==> src/rtl/prog_loader.sv <==
// prog_loader
//
// Boot-time program loader sitting upstream of the pipelined CPU. It takes a
// little-endian byte stream from a host link, assembles 32-bit instruction
// words and writes them into instruction memory from word address 0. The CPU
// is held in reset until the whole image has landed.
//
// Image format: 4-byte word count N (LSB first), then N words of 4 bytes each
// (LSB first). With LOADER_CHECKSUM_EN defined, one trailing byte follows that
// must equal the XOR of every header and data byte.
//
// Ports:
//   clk         single clock, shared with the CPU
//   rst         asynchronous active-low reset
//   start       one-cycle pulse; begins a load from IDLE, DONE or ERR
//   rx_data     incoming byte
//   rx_valid    rx_data is valid
//   rx_ready    loader accepts a byte (transfer on rx_valid && rx_ready)
//   imem_we     instruction-memory write strobe, one cycle per word
//   imem_addr   word address of the current write
//   imem_wdata  assembled instruction word
//   cpu_rst     active-high CPU reset, low only in DONE
//   load_done   image fully written, CPU running
//   load_err    sticky error flag, cleared by start or rst
//   word_count  words written so far in the current load
//
// Build option: LOADER_CHECKSUM_EN adds the XOR accumulator and CHK state.

module prog_loader #(
  parameter int ADDR_WIDTH = 10
) (
  input  logic                  clk,
  input  logic                  rst,
  input  logic                  start,
  input  logic [7:0]            rx_data,
  input  logic                  rx_valid,
  output logic                  rx_ready,
  output logic                  imem_we,
  output logic [ADDR_WIDTH-1:0] imem_addr,
  output logic [31:0]           imem_wdata,
  output logic                  cpu_rst,
  output logic                  load_done,
  output logic                  load_err,
  output logic [ADDR_WIDTH:0]   word_count
);

  typedef enum logic [2:0] {
    S_IDLE  = 3'd0,
    S_HDR   = 3'd1,
    S_DATA  = 3'd2,
    S_WRITE = 3'd3,
`ifdef LOADER_CHECKSUM_EN
    S_CHK   = 3'd4,
`endif
    S_DONE  = 3'd5,
    S_ERR   = 3'd6
  } state_t;

  // Memory capacity in words, held at 33 bits so a 32-bit N compares
  // without truncation.
  localparam logic [32:0] CAP = 33'd1 << ADDR_WIDTH;

  localparam logic [ADDR_WIDTH:0] WC_ONE = {{ADDR_WIDTH{1'b0}}, 1'b1};

  // Where a load goes once the last word (or an empty header) is seen.
`ifdef LOADER_CHECKSUM_EN
  localparam state_t S_END = S_CHK;
`else
  localparam state_t S_END = S_DONE;
`endif

  state_t                state_q, state_d;
  logic [1:0]            byte_cnt_q, byte_cnt_d;
  logic [31:0]           n_q, n_d;
  logic [31:0]           word_q, word_d;
  logic [ADDR_WIDTH:0]   word_count_q, word_count_d;
`ifdef LOADER_CHECKSUM_EN
  logic [7:0]            chk_q, chk_d;
`endif

  logic                  rx_ready_q;
  logic                  imem_we_q;
  logic                  cpu_rst_q;
  logic                  load_done_q;
  logic                  load_err_q;

  logic                  accept;
  logic [31:0]           hdr_n;

  assign accept = rx_valid && rx_ready_q;
  // Header value as it will be once the current byte is shifted in; only
  // meaningful on the 4th header byte.
  assign hdr_n  = {rx_data, n_q[31:8]};

  always_comb begin
    state_d      = state_q;
    byte_cnt_d   = byte_cnt_q;
    n_d          = n_q;
    word_d       = word_q;
    word_count_d = word_count_q;
`ifdef LOADER_CHECKSUM_EN
    chk_d        = chk_q;
`endif

    case (state_q)
      S_IDLE, S_DONE, S_ERR: begin
        if (start) begin
          state_d      = S_HDR;
          byte_cnt_d   = 2'd0;
          word_count_d = '0;
`ifdef LOADER_CHECKSUM_EN
          chk_d        = 8'd0;
`endif
        end
      end

      S_HDR: begin
        if (accept) begin
          n_d        = hdr_n;
          byte_cnt_d = byte_cnt_q + 2'd1;
`ifdef LOADER_CHECKSUM_EN
          chk_d      = chk_q ^ rx_data;
`endif
          if (byte_cnt_q == 2'd3) begin
            if ({1'b0, hdr_n} > CAP)
              state_d = S_ERR;
            else if (hdr_n == 32'd0)
              state_d = S_END;
            else
              state_d = S_DATA;
          end
        end
      end

      S_DATA: begin
        if (accept) begin
          // Bytes enter at the top so byte k ends up at [8k+7:8k].
          word_d     = {rx_data, word_q[31:8]};
          byte_cnt_d = byte_cnt_q + 2'd1;
`ifdef LOADER_CHECKSUM_EN
          chk_d      = chk_q ^ rx_data;
`endif
          if (byte_cnt_q == 2'd3)
            state_d = S_WRITE;
        end
      end

      S_WRITE: begin
        word_count_d = word_count_q + WC_ONE;
        if (32'(word_count_q) + 32'd1 == n_q)
          state_d = S_END;
        else
          state_d = S_DATA;
      end

`ifdef LOADER_CHECKSUM_EN
      S_CHK: begin
        if (accept)
          state_d = (rx_data == chk_q) ? S_DONE : S_ERR;
      end
`endif

      default: state_d = S_IDLE;
    endcase
  end

  // Output flags are registered from the next state so they line up with the
  // state they describe and never see inputs combinationally.
  always_ff @(posedge clk or negedge rst) begin
    if (!rst) begin
      state_q      <= S_IDLE;
      byte_cnt_q   <= 2'd0;
      n_q          <= 32'd0;
      word_q       <= 32'd0;
      word_count_q <= '0;
`ifdef LOADER_CHECKSUM_EN
      chk_q        <= 8'd0;
`endif
      rx_ready_q   <= 1'b0;
      imem_we_q    <= 1'b0;
      cpu_rst_q    <= 1'b1;
      load_done_q  <= 1'b0;
      load_err_q   <= 1'b0;
    end else begin
      state_q      <= state_d;
      byte_cnt_q   <= byte_cnt_d;
      n_q          <= n_d;
      word_q       <= word_d;
      word_count_q <= word_count_d;
`ifdef LOADER_CHECKSUM_EN
      chk_q        <= chk_d;
      rx_ready_q   <= (state_d == S_HDR) || (state_d == S_DATA) || (state_d == S_CHK);
`else
      rx_ready_q   <= (state_d == S_HDR) || (state_d == S_DATA);
`endif
      imem_we_q    <= (state_d == S_WRITE);
      cpu_rst_q    <= (state_d != S_DONE);
      load_done_q  <= (state_d == S_DONE);
      load_err_q   <= (state_d == S_ERR);
    end
  end

  assign rx_ready   = rx_ready_q;
  assign imem_we    = imem_we_q;
  // word_count still holds the pre-increment value during WRITE.
  assign imem_addr  = word_count_q[ADDR_WIDTH-1:0];
  assign imem_wdata = word_q;
  assign cpu_rst    = cpu_rst_q;
  assign load_done  = load_done_q;
  assign load_err   = load_err_q;
  assign word_count = word_count_q;

endmodule

==> config.mk <==
export PLATFORM = sky130hd
export DESIGN_NAME = prog_loader
export DESIGN_NICKNAME = d
export VERILOG_FILES = /design/src/rtl/prog_loader.sv
export SDC_FILE = /design/constraint.sdc
export NUM_CORES = 1
export LEC_CHECK = 0
export BUFFER_PORTS_ARGS = -buffer_cell sky130_fd_sc_hd__buf_2
export CAP_MARGIN = 10
export CORE_MARGIN = 10
export CORE_UTILIZATION = 50
export CTS_CLUSTER_SIZE = 10
export DETAILED_ROUTE_END_ITERATION = 8
export GPL_TIMING_DRIVEN = 0
export PLACE_DENSITY = 0.76
export SYNTH_ARGS = -nofsm -noshare
export SYNTH_HDL_FRONTEND = slang
export SYNTH_SLANG_ARGS = --single-unit
export TNS_END_PERCENT = 50
==> constraint.sdc <==
create_clock -name clk -period 2.5 [get_ports clk]
set_input_delay 0.25 -clock clk [delete_from_list [all_inputs] [get_ports clk]]
set_output_delay 0.25 -clock clk [all_outputs]
set_load 0.01 [all_outputs]
==> metrics.md <==
| Metric | Value |
|---|---|
| Site row count | 32 |
| Worst Tran Pin Value | approximately 570 ps |
| Post-Syn Instances | roughly 340 |
| Fin Setup TNS | -29.5 ps |
| Area contributors post-synth | dfrtp_1 (53%), mux2_2 (18%), o21ai_0 (3.1%), buf_4 (2.1%), nor2_1 (2.1%) |
| Most common cell after layout, fill and taps aside | dfrtp_1 |
| Post-synth EDFFs | 0 |
| Startpoint types | register |
| Pre-Repair DR Iteration Count | 5 |
| Layout area overhead | 20.0% |
| Clk_skew | 18.0 ps |
| Netlist cell types | 53 |
| Cell taking the most area after synthesis | dfrtp_1 |
| Initial drt markers | ~110 |
| Max Freq | 0.395 GHz |
| FFs w/ async S/R, synth | 100% |
| Initial antenna violation count | 0 |
| Total CTS buffers | 9 |
| CTS Buffer Depth | 2 |
| RSZ-0062 raised after global routing | yes |
| Grt total ovfl | 0 |
| First-pass GRT wire length | between 15000 and 20000 um |
| Die X | around 110 um |
| Avg Cell Area, Syn | between 10 and 15 um^2 |
| Layout cell share with drive strength beyond 1 | between 40% and 50% |
| Endpoints failing setup | 1 |
| Crit path max fanout | 4 |
| Die area | about 12000 um^2 |
| Worst-skew pair later-pin latency | between 300 and 400 ps |
| Vias per inst | around 5.4 |
| Seq cells post-synth | 85 |
| Status | complete, but fails checks |
| Reg clk slew, reported paths | roughly 110 ps |
| Global Route Usage Sum | between 10% and 20% |
| Hold/Removal Path Class | in2reg |
| # DRC | 0 |
| CP Class | reg2reg |
| Core Util, Final | 61.8% |
| I/O pins | 70 |
| Final hold violation count | 0 |
| Detailed placement HPWL | around 6500 um |
| Failing checks | setup timing |
| Most frequent cells in the layout | dfrtp_1 (80), buf_2 (68), mux2_2 (65), o21ai_0 (23), nor2_1 (22) |
| Worst EP required | roughly 2800 ps |
| Seq/Total Area, Yosys | a little over half |
| Synth top area share | between 50% and 60% |
| Synth Net Count | roughly 350 |
| Root buf cell | clkbuf_8 |
| I/O Buffers | 69 |
| Antenna Cells | 0 |
| Post-route ant nets | 0 |
| Routed len/inst | approximately 17 um |
| Core Box Area | slightly below 8000 um^2 |
| GPL Wtd Cong | approximately 0.86 |
| Crit path arrival time | about 2800 ps |
| Final Cycle Share | 101% |
| Leakage | between 2 and 2.5 nW |
| NumNets Final | ~440 |
| CTS H-Tree Depth | 3 |
| Post-route setup slack | -29.5 ps |
| PwrDens | 1040 nW/um^2 |
| Worst slew margin | between 60% and 70% |
| Largest net degree at the start of global routing | between 60 and 70 |
| Maxcap violations | 0 |
| Ys Warns | 0 |
| Routed via count | 2882 |
| CP endpoint kind | register |
| Die height | roughly 110 um |
| Mapped cell area | between 3000 and 4000 um^2 |
| Vias in the first global route | between 3000 and 4000 |
| Clock sink count | 85 |
| TritonCTS clock tree | yes |
| Max-slew violation count | 0 |
| Final min period | 2530 ps |
| Dominant synthesized flop cell | dfrtp_1 |
| Routed wire length | slightly below 9000 um |
| Starting Density | between 50 and 60% |
| Peak VDD IR | roughly 0.57 mV |
-- synth_stat cells (2+ instances only) --
cell      instances
a21oi_1           4
and2_1            3
and3_1            4
buf_4            11
clkbuf_1         12
dfrtp_1          84
ha_1              2
inv_1             3
mux2_2           65
nand2_1          18
nand2b_1          4
nand3_1           5
nand3b_1          2
nand4_1           6
nor2_1           22
nor3_1            3
nor3b_1           2
nor4_1            8
o21a_1            2
o21ai_0          25
o22ai_1           2
o31ai_1           4
or3_1             4
or4_4             3
xnor2_1           9
xor2_1            3
-- sequential cells by signal, indices dropped and copies added, names as in the netlist --
signal / flops
imem_wdata: 32
n_q: 32
word_count: 11
state_q: 3
byte_cnt_q: 2
cpu_rst: 1
imem_we: 1
load_done: 1
load_err: 1
rx_ready: 1
-- report_power, final --
part / leakage (nW) / internal (W) / switching [W]
Sequential: 1.09 / 0.00184 / 0.000382
Combinational: 1.06 / 0.000931 / 0.000830
Clock: 0.103 / 0.000397 / 0.000582
-- worst paths after layout --
check | start | end | slack, ps | cells past startpoint
worst max-delay path | n_q[14] | cpu_rst | -30 | 6
worst min-delay path | rx_data[1] | imem_wdata[25] | 140 | 2
worst max register to register | n_q[14] | cpu_rst | -30 | 6
worst min register to register | imem_wdata[4] | imem_wdata[4] | 510 | 1
max in group asynchronous | rst | imem_wdata[27] | 1600 | 3
min in group asynchronous | rst | state_q[0] | 310 | 2
-- layer usage --
layer	GRT usage [%]	vias to the layer above	wire (um)
met4	5.39	0	121
met5	0	-	0
met1	18.5	1405	3670
li1	-	1389	-
met3	5.43	14	727
met2	25.8	74	4240
-- per-stage QoR --
| step | cells | worst slack [ps] | cell area, um^2 | power, W | hold slack, ps |
|---|---|---|---|---|---|
| after floorplan | 337 | -1.87 | 4010 | 0.00338 | -45.6 |
| after global routing | 530 | -90.3 | 4780 | 0.00532 | 143 |
| after CTS | 530 | -14.0 | 4760 | 0.00497 | 141 |
| after global placement | 508 | -125 | 4480 | 0.00385 | 478 |
| final | 530 | -29.5 | 4780 | 0.00496 | 139 |
| after detailed placement | 509 | -150 | 4510 | 0.00395 | 155 |
-- critical path, stage by stage (launching register included) --
cell and delay (ps):
dfrtp_1 400, or4_4 550, or2_1 230, a2111o_1 300, or4_4 430, or4_4 450
o21a_1 130
-- layout make-up --
class / count / area, um^2
timing repair buffer: 76 / 423
tap: 102 / 128
sequential: 85 / 2130
clock buffer: 9 / 124
clock inverter: 7 / 76.3
inverter: 3 / 11.3
buffer: 23 / 139
multi-input combinational: 225 / 1740
fill: 623 / 2950
-- cells by family (layout without fill, tap and decap cells) --
logic type,count (synthesis),in the layout,share of synthesized area [%]
xor gates and xnor gates,12,12,2.64
muxes,65,65,18.4
and+or+nand+nor,95,95,13.1
adders and majority gates,2,2,0.629
AOI/OAI and AO/OA,51,51,8.14
buffers and inverters,27,118,3.62
DFF,85,85,53.5
-- timing repair --
| item | in CTS | in global routing |
|---|---|---|
| cloned | 0 | 0 |
| endpoints found under the setup margin | 4 | 5 |
| pin swaps | 2 | 0 |
| hold buffers | 1 | 0 |
| gates resized for setup | 2 | 6 |
| setup buffers | 4 | 1 |
| hold endpoints to repair | 18 | 0 |
(Power assumes the default switching activity.)
